<file path="src/rtl/imem_access_sequencer.sv">
// -----------------------------------------------------------------------------
// imem_access_sequencer
//
// Purpose:
//   Owns the single byte-wide instruction memory port and shares it between
//   the I2C programming path (single byte writes) and the core fetch path
//   (multi-byte instruction reads). i_prog_mode selects the only requester
//   that is served, so the two paths never compete.
//   A fetch reads BYTES_PER_INST consecutive bytes starting at the aligned
//   fetch address and assembles them little-endian into o_instr.
//
// Ports:
//   i_clk, i_rst                    clock, synchronous active-high reset
//   i_prog_mode                     1 = programming (writes), 0 = run (fetches)
//   i_wr_req/i_wr_addr/i_wr_data    write request, held until o_wr_ack
//   o_wr_ack                        one-cycle pulse, write committed this cycle
//   i_fetch_req/i_fetch_pc          fetch request, sampled only when idle
//   o_fetch_busy                    a fetch is being sequenced
//   o_fetch_valid                   one-cycle pulse, o_instr was just updated
//   o_instr                         assembled instruction word
//   o_wr_count                      committed write counter (wraps)
//   o_mem_addr/o_mem_wdata          memory address / write data
//   o_mem_we/o_mem_re               memory write / read enables
//   i_mem_rdata                     read data, one cycle after o_mem_re
//
// Handshake: a write request is level-held by the requester; the block accepts
//   it only in IDLE and answers with exactly one o_wr_ack pulse in the cycle the
//   memory write happens. The requester may drop or replace the request in the
//   cycle after the ack.
// -----------------------------------------------------------------------------
module imem_access_sequencer #(
  parameter int ADDR_W         = 8,
  parameter int BYTES_PER_INST = 4
) (
  input  logic                          i_clk,
  input  logic                          i_rst,
  input  logic                          i_prog_mode,
  input  logic                          i_wr_req,
  input  logic [ADDR_W-1:0]             i_wr_addr,
  input  logic [7:0]                    i_wr_data,
  output logic                          o_wr_ack,
  input  logic                          i_fetch_req,
  input  logic [ADDR_W-1:0]             i_fetch_pc,
  output logic                          o_fetch_busy,
  output logic                          o_fetch_valid,
  output logic [8*BYTES_PER_INST-1:0]   o_instr,
  output logic [7:0]                    o_wr_count,
  output logic [ADDR_W-1:0]             o_mem_addr,
  output logic [7:0]                    o_mem_wdata,
  output logic                          o_mem_we,
  output logic                          o_mem_re,
  input  logic [7:0]                    i_mem_rdata
);

  localparam int K_W = $clog2(BYTES_PER_INST);
  localparam int IW  = 8 * BYTES_PER_INST;
  localparam logic [K_W-1:0]    K_LAST     = K_W'(BYTES_PER_INST - 1);
  localparam logic [ADDR_W-1:0] ALIGN_MASK = ~ADDR_W'(BYTES_PER_INST - 1);

  typedef enum logic [1:0] {
    S_IDLE = 2'd0,
    S_WR   = 2'd1,
    S_RD   = 2'd2,
    S_DONE = 2'd3
  } state_t;

  state_t              r_state;
  state_t              w_next;
  logic [K_W-1:0]      r_k;
  logic [ADDR_W-1:0]   r_base;
  logic [ADDR_W-1:0]   r_wr_addr;
  logic [7:0]          r_wr_data;
  logic [7:0]          r_wr_count;
  // Bytes 0..BYTES_PER_INST-2; the last byte goes straight into o_instr in DONE.
  logic [IW-9:0]       r_buf;
  logic [IW-1:0]       r_instr;
  logic                r_fetch_valid;

  logic                w_wr_ack;
  logic                w_mem_we;
  logic                w_mem_re;
  logic [ADDR_W-1:0]   w_mem_addr;
  logic [7:0]          w_mem_wdata;

  always_ff @(posedge i_clk) begin
    if (i_rst) begin
      r_state       <= S_IDLE;
      r_k           <= '0;
      r_base        <= '0;
      r_wr_addr     <= '0;
      r_wr_data     <= '0;
      r_wr_count    <= '0;
      r_buf         <= '0;
      r_instr       <= '0;
      r_fetch_valid <= 1'b0;
    end else begin
      r_state       <= w_next;
      r_fetch_valid <= 1'b0;
      case (r_state)
        S_IDLE: begin
          if (i_prog_mode && i_wr_req) begin
            r_wr_addr <= i_wr_addr;
            r_wr_data <= i_wr_data;
          end else if (!i_prog_mode && i_fetch_req) begin
            r_base <= i_fetch_pc & ALIGN_MASK;
            r_k    <= '0;
          end
        end
        S_WR: begin
          r_wr_count <= r_wr_count + 8'd1;
        end
        S_RD: begin
          if (!i_prog_mode) begin
            // Data for the read issued in the previous RD cycle arrives now.
            for (int j = 0; j < BYTES_PER_INST - 1; j++) begin
              if (int'(r_k) == j + 1) begin
                r_buf[8*j +: 8] <= i_mem_rdata;
              end
            end
            r_k <= r_k + K_W'(1);
          end
        end
        S_DONE: begin
          // A mode change here aborts: o_instr keeps its old value, no pulse.
          if (!i_prog_mode) begin
            r_instr       <= {i_mem_rdata, r_buf};
            r_fetch_valid <= 1'b1;
          end
        end
        default: ;
      endcase
    end
  end

  always_comb begin
    w_next      = r_state;
    w_wr_ack    = 1'b0;
    w_mem_we    = 1'b0;
    w_mem_re    = 1'b0;
    w_mem_addr  = '0;
    w_mem_wdata = '0;
    case (r_state)
      S_IDLE: begin
        if (i_prog_mode && i_wr_req) begin
          w_next = S_WR;
        end else if (!i_prog_mode && i_fetch_req) begin
          w_next = S_RD;
        end
      end
      S_WR: begin
        // Completes regardless of i_prog_mode in this cycle.
        w_mem_we    = 1'b1;
        w_mem_addr  = r_wr_addr;
        w_mem_wdata = r_wr_data;
        w_wr_ack    = 1'b1;
        w_next      = S_IDLE;
      end
      S_RD: begin
        w_mem_re = 1'b1;
        // Base low bits are zero, so OR-ing the index never carries or wraps.
        w_mem_addr = r_base | ADDR_W'(r_k);
        if (i_prog_mode) begin
          w_next = S_IDLE;
        end else if (r_k == K_LAST) begin
          w_next = S_DONE;
        end
      end
      S_DONE: begin
        w_next = S_IDLE;
      end
      default: begin
        w_next = S_IDLE;
      end
    endcase
  end

  assign o_wr_ack      = w_wr_ack;
  assign o_mem_we      = w_mem_we;
  assign o_mem_re      = w_mem_re;
  assign o_mem_addr    = w_mem_addr;
  assign o_mem_wdata   = w_mem_wdata;
  assign o_fetch_busy  = (r_state == S_RD) || (r_state == S_DONE);
  assign o_fetch_valid = r_fetch_valid;
  assign o_instr       = r_instr;
  assign o_wr_count    = r_wr_count;

endmodule

</file>
<file path="config.mk">
export PLATFORM = sky130hd
export DESIGN_NAME = imem_access_sequencer
export DESIGN_NICKNAME = d
export VERILOG_FILES = /design/src/rtl/imem_access_sequencer.sv
export SDC_FILE = /design/constraint.sdc
export NUM_CORES = 1
export LEC_CHECK = 0
export BUFFER_PORTS_ARGS = -buffer_cell sky130_fd_sc_hd__buf_4
export CORE_UTILIZATION = 52
export DETAILED_ROUTE_END_ITERATION = 10
export GPL_TIMING_DRIVEN = 0
export PLACE_DENSITY_LB_ADDON = 0.1
export SLEW_MARGIN = 20
export SYNTH_ARGS = -nofsm -noshare
export SYNTH_HDL_FRONTEND = slang
export SYNTH_SLANG_ARGS = --single-unit
</file>
<file path="constraint.sdc">
create_clock -name i_clk -period 2.2 [get_ports i_clk]
set_clock_uncertainty 0.1 [all_clocks]
set_input_delay 0 -clock i_clk [delete_from_list [all_inputs] [get_ports i_clk]]
set_output_delay 0 -clock i_clk [all_outputs]
set_load 0.01 [all_outputs]
</file>
==> results by group, run 1 <==
Yosys
  – Mux contribution to synthesized area: 0.0966
  – Post-synth top area cell: dfxtp_1
  – Post-synth top area share: 0.502
  – Seq/Total Area, Yosys: 0.502
  – FFs w/ async S/R, synth: 0
  – Post-synthesis xor/xnor area fraction: 0.00966
  – Simple-Gate Fraction of Synth Area: 0.210
  – Synth Net Count: 465
  – Top cells by area, synth: dfxtp_1 50%, nand2_1 10%, mux2i_1 9.7%, a21oi_1 7.3%, nor2_1 3.8%
  – Cell variety after synth: 32
  – Synth Flop Type: dfxtp_1
  – Post-synth EDFFs: 0
  – Synth Warn #: 0
  – Largest family of logic cells by synthesized area: simple AND/OR/NAND/NOR gates
  – Post-synth top cells: 99 x nand2_1, 91 x dfxtp_1, 53 x a21oi_1, 37 x nor2_1, 35 x mux2i_1
  – Netlist Area Pre-Place: 3630 µm²
  – Post-synthesis cell count: 418
  – Avg Cell Area, Syn: 8.68 µm²
  – Adder-cell share of the synthesized area: 0.0345
  – Synth Area in Compound Gates: 0.106
  – Cell with the most instances after synthesis: nand2_1
  – #FFs+latches synth: 91

Outcome
  – Status: completed

Floorplan
  – Die width: 85.5 µm
  – Core area: 6760 µm²
  – Die H: 85.5 µm
  – Num rows: 30
  – I/O pin total: 98
  – Die Area: 7310 µm²
  – Starting Density: 0.537

Cells and area
  – Fin nets: 604
  – Layout area overhead: 36.8%
  – Antenna Cells: 0
  – Layout Cells excl Fill: 642
  – Layout cells sized above 1: 0.221

Clock network
  – CTS tree: built
  – CTS root buffer: clkbuf_8
  – Max Buffers Root-to-Sink: 2
  – CTS buffer count: 9
  – Reg clk slew, reported paths: 0.08 ns
  – H-tree depth: 3
  – Skew-Pair Late Insertion Delay: 0.35 ns
  – Clock sinks: 91

Route
  – DRT iter0 DRCs: 143
  – Via-to-Cell Ratio: 5.07
  – Via count: 3253
  – WL final: 9.02 mm
  – Final ANT Viol Nets: 0
  – Residual DRC: 0
  – Met3 wire length: 503 µm
  – WL per Instance: 14.0 µm
  – Met2 Routed Length: 4.28 mm
  – Iteration count of the initial detailed-routing pass: 4
  – Max layer used: met4
  – M1 WL: 4.08 mm

Run
  – Max-Cap Viols: 0

Timing
  – Setup ws final: 0.239 ns
  – Final hold violations: 0
  – Tcrit/Tclk final: 0.891
  – Period minus WS final: 1.96 ns
  – Slew Limit Headroom: 0.644
  – Setup TNS: 0 ns
  – RSZ-0062 raised after global routing: no
  – Slew Viols, Final: 0
  – Pin slew with the least headroom to its limit: 0.535 ns
  – Max Freq: 0.510 GHz
  – Final Setup Violations: 0

Global route
  – Global-route wire length before repair: 14.3 mm
  – GR Util All Layers: 0.252
  – Pin count of the biggest net entering global routing: 16
  – Vias in the first global route: 3129
  – Gr ovfl total: 0
  – Initial antenna violation count: 0

Power
  – Pwr dens: 670 nW/µm²
  – Power consumption: 3.32 mW
  – Leak: 2.22 nW
  – Peak VDD IR: 397 µV

Placement
  – GP Congestion: 0.797
  – Placed insts: 593
  – Pre-CTS setup slack: 0.357 ns
  – Port Buffers: 95
  – Post-DP HPWL: 6.15 mm

Critical path
  – CP endpoint kind: output port
  – Startpoint Class: flop
  – Crit Path Category: reg2out
  – CP arrival: 1.86 ns
  – Req. time, crit path: 2.10 ns
  – CP max FO: 10

Min path
  – Worst hold path class: in2reg
[per-stage QoR]
stage	util	cell area (µm²)	hold slack [ns]
2_1_floorplan	-	3630	0.0360
3_3_place_gp	0.657	4440	0.132
3_5_place_dp	0.657	4440	0.142
4_1_cts	0.734	4960	0.0217
5_1_grt	0.735	4960	0.0227
6_report	0.735	4960	0.0320
[critical path, cell delays in order, from the launching register on]
cell and delay (ns):
dfxtp_1 0.36, inv_1 0.12, ha_1 0.32, clkbuf_1 0.40
and2_1 0.21, buf_4 0.12
[report_power, final]
part	switching, mW	internal [mW]
Sequential	0.0336	1.69
Clock	0.587	0.526
Combinational	0.255	0.231
[path summary, 6_finish.rpt]
kind               from        endpoint  slack [ns]  depth (start not counted)
max          r_state[1]  o_mem_wdata[4]        0.24                          5
min            i_wr_req      r_state[1]        0.03                          4
max reg2reg  r_state[0]    r_wr_addr[1]        0.29                          6
min reg2reg   r_buf[16]     o_instr[16]        0.36                          2
[cell usage in the layout (no fill, tap or decap)]
master and count:
nand2_1 99, buf_4 98, dfxtp_1 91, a21oi_1 53, nor2_1 37, mux2i_1 35
dlygate4sd3_1 33, clkbuf_1 19, ha_1 10, a22oi_1 9, nor2b_1 9, clkbuf_8 9
and2_1 8, buf_2 7, inv_1 4, o21ai_0 4, nand2b_1 3, nand3_1 3
nand3b_1 3, xor2_1 3, clkbuf_2 2, and3_1 2, nand4_1 2, or3_1 2
o21bai_1 2, or4b_1 2, clkinv_2 2, clkinvlp_4 2, or2_2 1, nand3b_2 1
nor3b_1 1, a21boi_0 1, o31ai_1 1, or4_1 1, xnor2_1 1, inv_6 1
bufinv_16 1
[registers in the layout (all words and copies together) (netlist names)]
signal / flops
o_instr: 32
r_state: 2
r_wr_data: 8
o_fetch_valid: 1
r_buf: 24
r_base: 6
r_k: 2
r_wr_addr: 8
o_wr_count: 8
[per-layer routing]
layer	track usage	vias up
li1	-	1659
met1	0.319	1492
met2	0.437	85
met3	0.0337	17
met4	0.100	0
met5	0	-
[final cells by class]
cell class,count,area [µm²]
Sequential cell,91,1820
Fill cell,519,1790
Multi-Input combinational cell,293,1660
Timing Repair Buffer,128,1040
Buffer,30,135
Clock buffer,10,128
Tap cell,80,100
Clock inverter,6,63.8
Inverter,4,15.0
[kinds of logic after synthesis]
| kind of cell | count (synthesis) |
|---|---|
| fa+ha+maj | 10 |
| simple gates | 174 |
| buf+inv | 34 |
| compound gates | 70 |
| xor+xnor | 4 |
| mux | 35 |
| flops | 91 |
[what timing repair did]
item,CTS,global route
gates resized for setup,0,1
setup endpoints to repair,0,6
setup buffers,0,0
hold endpoints to repair,56,0
hold buffers,33,0
(Power assumes the default switching activity.)
==> run 2, diff against run 1 <==
CORE_MARGIN = 8   (was unset)
==> run 2 against run 1 <==
Sequential cell count is the same. Sequential power is essentially flat. Cell count is the same.
==> results by group, run 2 (synthesis gave the netlist of run 1 again) <==
Global route
  – Vias in the first global route: 3250 (+3.9%)
  – Gr ovfl total: 0 (unchanged)
  – Pin count of the biggest net entering global routing: 17 (+1)
  – Initial antenna violation count: 0 (unchanged)
  – Global-route wire length before repair: 15.5 mm (+8.5%)
  – GR Util All Layers: 0.194 (-0.0576)

Power
  – Pwr dens: 675 nW/µm² (+0.80%)
  – Peak VDD IR: 552 µV (+39%)
  – Power consumption: 3.36 mW (+1.2%)
  – Leak: 2.22 nW (+0.26%)

Critical path
  – CP max FO: 10 (unchanged)
  – Startpoint Class: flop
  – CP arrival: 1.86 ns (about the same)
  – R2r startpoint: r_state[0]
  – CP cell instances: inv_1, ha_1, clkbuf_2, a22oi_1, nor2b_1, buf_4
  – Crit Path Category: reg2out
  – Crit-path slowest cell: dfxtp_1
  – Req. time, crit path: 2.10 ns (about the same)
  – Critical Path Source: r_state[1]
  – Worst path max stage delay: 0.36 ns (-0.04 ns)
  – CP endpoint kind: output port

Clock network
  – Max Buffers Root-to-Sink: 2 (unchanged)
  – Reg clk slew, reported paths: 0.08 ns (about the same)
  – CTS root buffer: clkbuf_8
  – CTS buffer count: 9 (unchanged)
  – Skew-Pair Late Insertion Delay: 0.36 ns (about the same)
  – H-tree depth: 3 (unchanged)
  – Clock sinks: 91 (unchanged)
  – Setup Buffers After CTS: 0 (unchanged)
  – CTS tree: built

Cells and area
  – Commonest non-fill, non-tap cell in the layout: nand2_1
  – Most frequent cells in the layout: 99 x nand2_1, 98 x buf_4, 91 x dfxtp_1
  – Fin nets: 605 (+0.17%)
  – Post-layout util: 0.738 (+0.00315)
  – Layout area overhead: 37.4%
  – Antenna Cells: 0 (unchanged)
  – Cell area after layout: 4980 µm² (+0.43%)
  – Layout Cells excl Fill: 642 (unchanged)
  – Max reg flops: 32 (unchanged)
  – Layout cells sized above 1: 0.221 (unchanged)

Timing
  – Slew Limit Headroom: 0.629 (-0.0150)
  – Worst hold margin: 0.330 ns (+0.298 ns)
  – Final Setup Violations: 0 (unchanged)
  – Slew Viols, Final: 0 (unchanged)
  – RSZ-0062 raised after global routing: no
  – Tcrit/Tclk final: 0.892 (about the same)
  – Max Freq: 0.510 GHz (about the same)
  – Period minus WS final: 1.96 ns (+0.00189 ns)
  – Final hold violations: 0 (unchanged)
  – Setup TNS: 0 ns (unchanged)
  – Pin slew with the least headroom to its limit: 0.557 ns (+0.0225 ns)
  – Setup ws final: 0.237 ns (-0.00189 ns)

Placement
  – Placed insts: 593 (unchanged)
  – Port Buffers: 95 (unchanged)
  – GP Congestion: 0.790 (-0.93%)
  – Placed Area: 4440 µm² (unchanged)
  – Pre-CTS setup slack: 0.345 ns (-0.0122 ns)
  – Post-DP HPWL: 6.82 mm (+11%)

Route
  – Residual DRC: 0 (unchanged)
  – WL final: 9.44 mm (+4.7%)
  – Iteration count of the initial detailed-routing pass: 4 (unchanged)
  – DRT iter0 DRCs: 128 (-10%)
  – Via count: 3304 (+1.6%)
  – WL per Instance: 14.7 µm (+4.7%)
  – Final ANT Viol Nets: 0 (unchanged)
  – Via-to-Cell Ratio: 5.15 (+1.6%)

Floorplan
  – Core area: 6760 µm² (unchanged)
  – Die width: 99.5 µm (+16%)
  – Starting Density: 0.537 (unchanged)
  – Num rows: 30 (unchanged)
  – Die H: 99.5 µm (+16%)
  – I/O pin total: 98 (unchanged)
  – Die Area: 9900 µm² (+35%)

Run
  – Max-Cap Viols: 0 (unchanged)

Min path
  – Worst hold path class: in2reg
  – HP Start: i_fetch_pc[3]

Outcome
  – Status: completed
## run 2: area by class of cell
type,count,area [µm²]
fill,527,1770
tap,80,100
inverter,4,15.0
clock inverter,6,78.8
timing repair buffer,129,1050
sequential,91,1820
buffer,30,135
multi-input combinational,293,1660
clock buffer,9,124
## run 2: path summary, 6_finish.rpt
path	cells past startpoint	endpoint	slack (ns)
worst max-delay path	6	o_mem_addr[7]	0.24
worst min register to register	2	o_instr[6]	0.36
worst min-delay path	4	r_base[3]	0.33
worst max register to register	6	r_wr_data[4]	0.33
## run 2: where the power goes
group          internal [mW]  total (mW)  switching, mW
clock network          0.532        1.15          0.620
registers               1.69        1.72         0.0329
logic                  0.233       0.489          0.256
total                   2.46        3.36          0.909
## run 2: worst max-delay path, delay by kind of cell, from the launching register on
| family | cells | cell delay [ns] |
|---|---|---|
| fa+ha+maj | 1 | 0.33 |
| simple gates | 1 | 0.15 |
| buf+inv | 3 | 0.56 |
| compound gates | 1 | 0.12 |
| flops | 1 | 0.36 |
## run 2: repair_timing
| action | 4_1_cts | 5_1_grt |
|---|---|---|
| hold buffers | 34 | 0 |
| gates resized for setup | 0 | 1 |
| endpoints found under the setup margin | 0 | 5 |
| hold endpoints to repair | 58 | 0 |
## run 2: metal layers
metal  part of all wire  vias to the layer above  global-route usage
met5                  0                        -                   0
met4              0.012                        0              0.0559
met3              0.067                       11              0.0608
met2               0.49                       84               0.333
met1               0.43                     1556               0.226
li1                   -                     1653                   -
==> run 3, diff against run 2 <==
RECOVER_POWER = 100   (was unset)
==> run 3 against run 2 <==
Setup slack lost 0.030 ns. Worst hold slack lost 0.0027 ns. Die area is the same. Highest routed layer unchanged. Register-to-register slack lost 0.03 ns. Clock power is essentially flat. Core utilization shrank 3.1 points.
==> results by group, run 3 (synthesis gave the netlist of run 1 again) <==
Cells and area
  – Sequential cell area: 1820 µm² (unchanged)
  – Max reg flops: 32 (unchanged)
  – Layout cells sized above 1: 0.117 (-0.103)
  – Cell area after layout: 4770 µm² (-4.3%)
  – Layout area overhead: 31.6%
  – Area of the multi-input gates: 1660 µm² (unchanged)
  – Fillers: 559 (+6.1%)
  – Antenna Cells: 0 (unchanged)
  – Most frequent cells in the layout: 99 x nand2_1, 91 x dfxtp_1, 76 x clkbuf_1
  – Commonest non-fill, non-tap cell in the layout: nand2_1
  – Fin nets: 605 (unchanged)

Global route
  – Initial antenna violation count: 0 (unchanged)
  – Global-route wire length before repair: 15.5 mm (unchanged)
  – Pin count of the biggest net entering global routing: 17 (unchanged)
  – GR Util All Layers: 0.194 (unchanged)
  – Gr ovfl total: 0 (unchanged)
  – Vias in the first global route: 3250 (unchanged)

Route
  – Via count: 3318 (+0.42%)
  – WL per Instance: 14.8 µm (+0.39%)
  – WL final: 9.48 mm (+0.39%)
  – DRT iter0 DRCs: 139 (+8.6%)
  – Iteration count of the initial detailed-routing pass: 4 (unchanged)
  – Final ANT Viol Nets: 0 (unchanged)
  – Residual DRC: 0 (unchanged)
  – Via-to-Cell Ratio: 5.17 (+0.42%)

Clock network
  – Reg clk slew, reported paths: 0.08 ns (about the same)
  – CTS tree: built
  – Max Buffers Root-to-Sink: 2 (unchanged)
  – Setup Buffers After CTS: 0 (unchanged)
  – Clock sinks: 91 (unchanged)
  – Skew-Pair Late Insertion Delay: 0.36 ns (about the same)
  – CTS buffer count: 9 (unchanged)
  – CTS root buffer: clkbuf_8
  – H-tree depth: 3 (unchanged)

Power
  – Pwr dens: 700 nW/µm² (+3.8%)
  – Peak VDD IR: 540 µV (-2.1%)
  – Sw Ratio: 0.271 (+0.000658)
  – Leak: 1.97 nW (-11%)
  – Pint: 2.44 mW (-0.75%)
  – Sequential share of power: 0.516 (+0.004)
  – Combinational power share: 0.141 (-0.004)
  – P_sw: 0.905 mW (-0.42%)
  – Clock group share of total power: 0.343 (about the same)

Timing
  – Tcrit/Tclk final: 0.906 (+0.0137)
  – Pin slew with the least headroom to its limit: 0.555 ns (-0.00250 ns)
  – Final Setup Violations: 0 (unchanged)
  – Slew Limit Headroom: 0.630 (+0.00167)
  – Slew Viols, Final: 0 (unchanged)
  – RSZ-0062 raised after global routing: no
  – Max Freq: 0.502 GHz (-1.5%)
  – Setup TNS: 0 ns (unchanged)
  – Final hold violations: 0 (unchanged)
  – Period minus WS final: 1.99 ns (+0.0301 ns)
  – Setup ws final: 0.207 ns (-0.0301 ns)

Critical path
  – Startpoint Class: flop
  – CP max FO: 10 (unchanged)
  – R2r startpoint: r_state[0]
  – Critical Path Source: r_state[1]
  – R2R depth: 7 (+1)
  – Worst Setup EP: o_mem_addr[7]
  – Reg2reg setup slack: 0.30 ns (-0.03 ns)
  – Req. time, crit path: 2.10 ns (about the same)
  – Crit Path Category: reg2out
  – CP endpoint kind: output port
  – CP arrival: 1.89 ns (+0.03 ns)
  – Worst r2r dst: r_wr_data[5]

Run
  – Max-Cap Viols: 0 (unchanged)

Placement
  – Pre-CTS setup slack: 0.345 ns (unchanged)
  – Placed Area: 4440 µm² (unchanged)
  – Post-DP HPWL: 6.82 mm (unchanged)
  – GP Congestion: 0.790 (unchanged)
  – Port Buffers: 95 (unchanged)

Min path
  – Worst hold path class: in2reg

Floorplan
  – Core area: 6760 µm² (unchanged)
  – I/O pin total: 98 (unchanged)
  – Die width: 99.5 µm (unchanged)
  – Die H: 99.5 µm (unchanged)
  – Num rows: 30 (unchanged)
  – Die Area: 9900 µm² (unchanged)
  – Starting Density: 0.537 (unchanged)

Outcome
  – Status: completed
[run 3: area by class of cell]
class                      instances  share of cell area
buffer                            30              0.0278
clock buffer                       9              0.0260
clock inverter                     6              0.0165
inverter                           4             0.00315
multi-input combinational        293               0.347
sequential                        91               0.382
tap                               80              0.0210
timing repair buffer             129               0.177
[run 3: timing repair]
action,CTS,global route
setup endpoints to repair,0,5
gates resized for setup,0,1
hold buffers,34,0
hold endpoints to repair,58,0
[run 3: worst min-delay path by stage]
stage	start	slack [ns]	cells past startpoint	endpoint
final	i_fetch_pc[3]	0.33	4	r_base[3]
after global routing	i_wr_data[1]	0.34	4	r_wr_data[1]
after detailed placement	i_fetch_pc[2]	0.14	3	r_base[2]
after CTS	i_fetch_pc[2]	0.31	4	r_base[2]
after floorplan	i_wr_data[0]	0.04	2	r_wr_data[0]
after global placement	i_fetch_pc[5]	0.13	3	r_base[5]
[run 3: metal layers]
layer / track usage / vias up / wire (µm)
li1: - / 1653 / -
met1: 0.226 / 1574 / 4150
met2: 0.333 / 79 / 4630
met3: 0.0608 / 12 / 582
met4: 0.0559 / 0 / 118
met5: 0 / - / 0
[run 3: metrics by stage]
stage	hold slack [ns]	total power [mW]	utilization	cells
2_1_floorplan	0.0360	2.02	-	418
3_3_place_gp	0.132	2.18	0.657	593
3_5_place_dp	0.142	2.20	0.657	593
4_1_cts	0.313	3.38	0.738	642
5_1_grt	0.343	3.48	0.706	642
6_report	0.327	3.34	0.706	642
[run 3: critical path, cell delays in order (launching register included)]
cell      delay (ns)
dfxtp_1         0.36
inv_1           0.12
ha_1            0.32
clkbuf_2        0.30
a22oi_1         0.12
nor2b_1         0.15
clkbuf_1        0.17
[run 3: power groups by stage]
stage / logic [mW] / registers, mW / clock network [mW]
floorplan: 0.265 / 1.75 / 0
global placement: 0.424 / 1.76 / 0
detailed placement: 0.436 / 1.76 / 0
CTS: 0.487 / 1.72 / 1.17
global route: 0.517 / 1.73 / 1.23
finish: 0.471 / 1.72 / 1.15
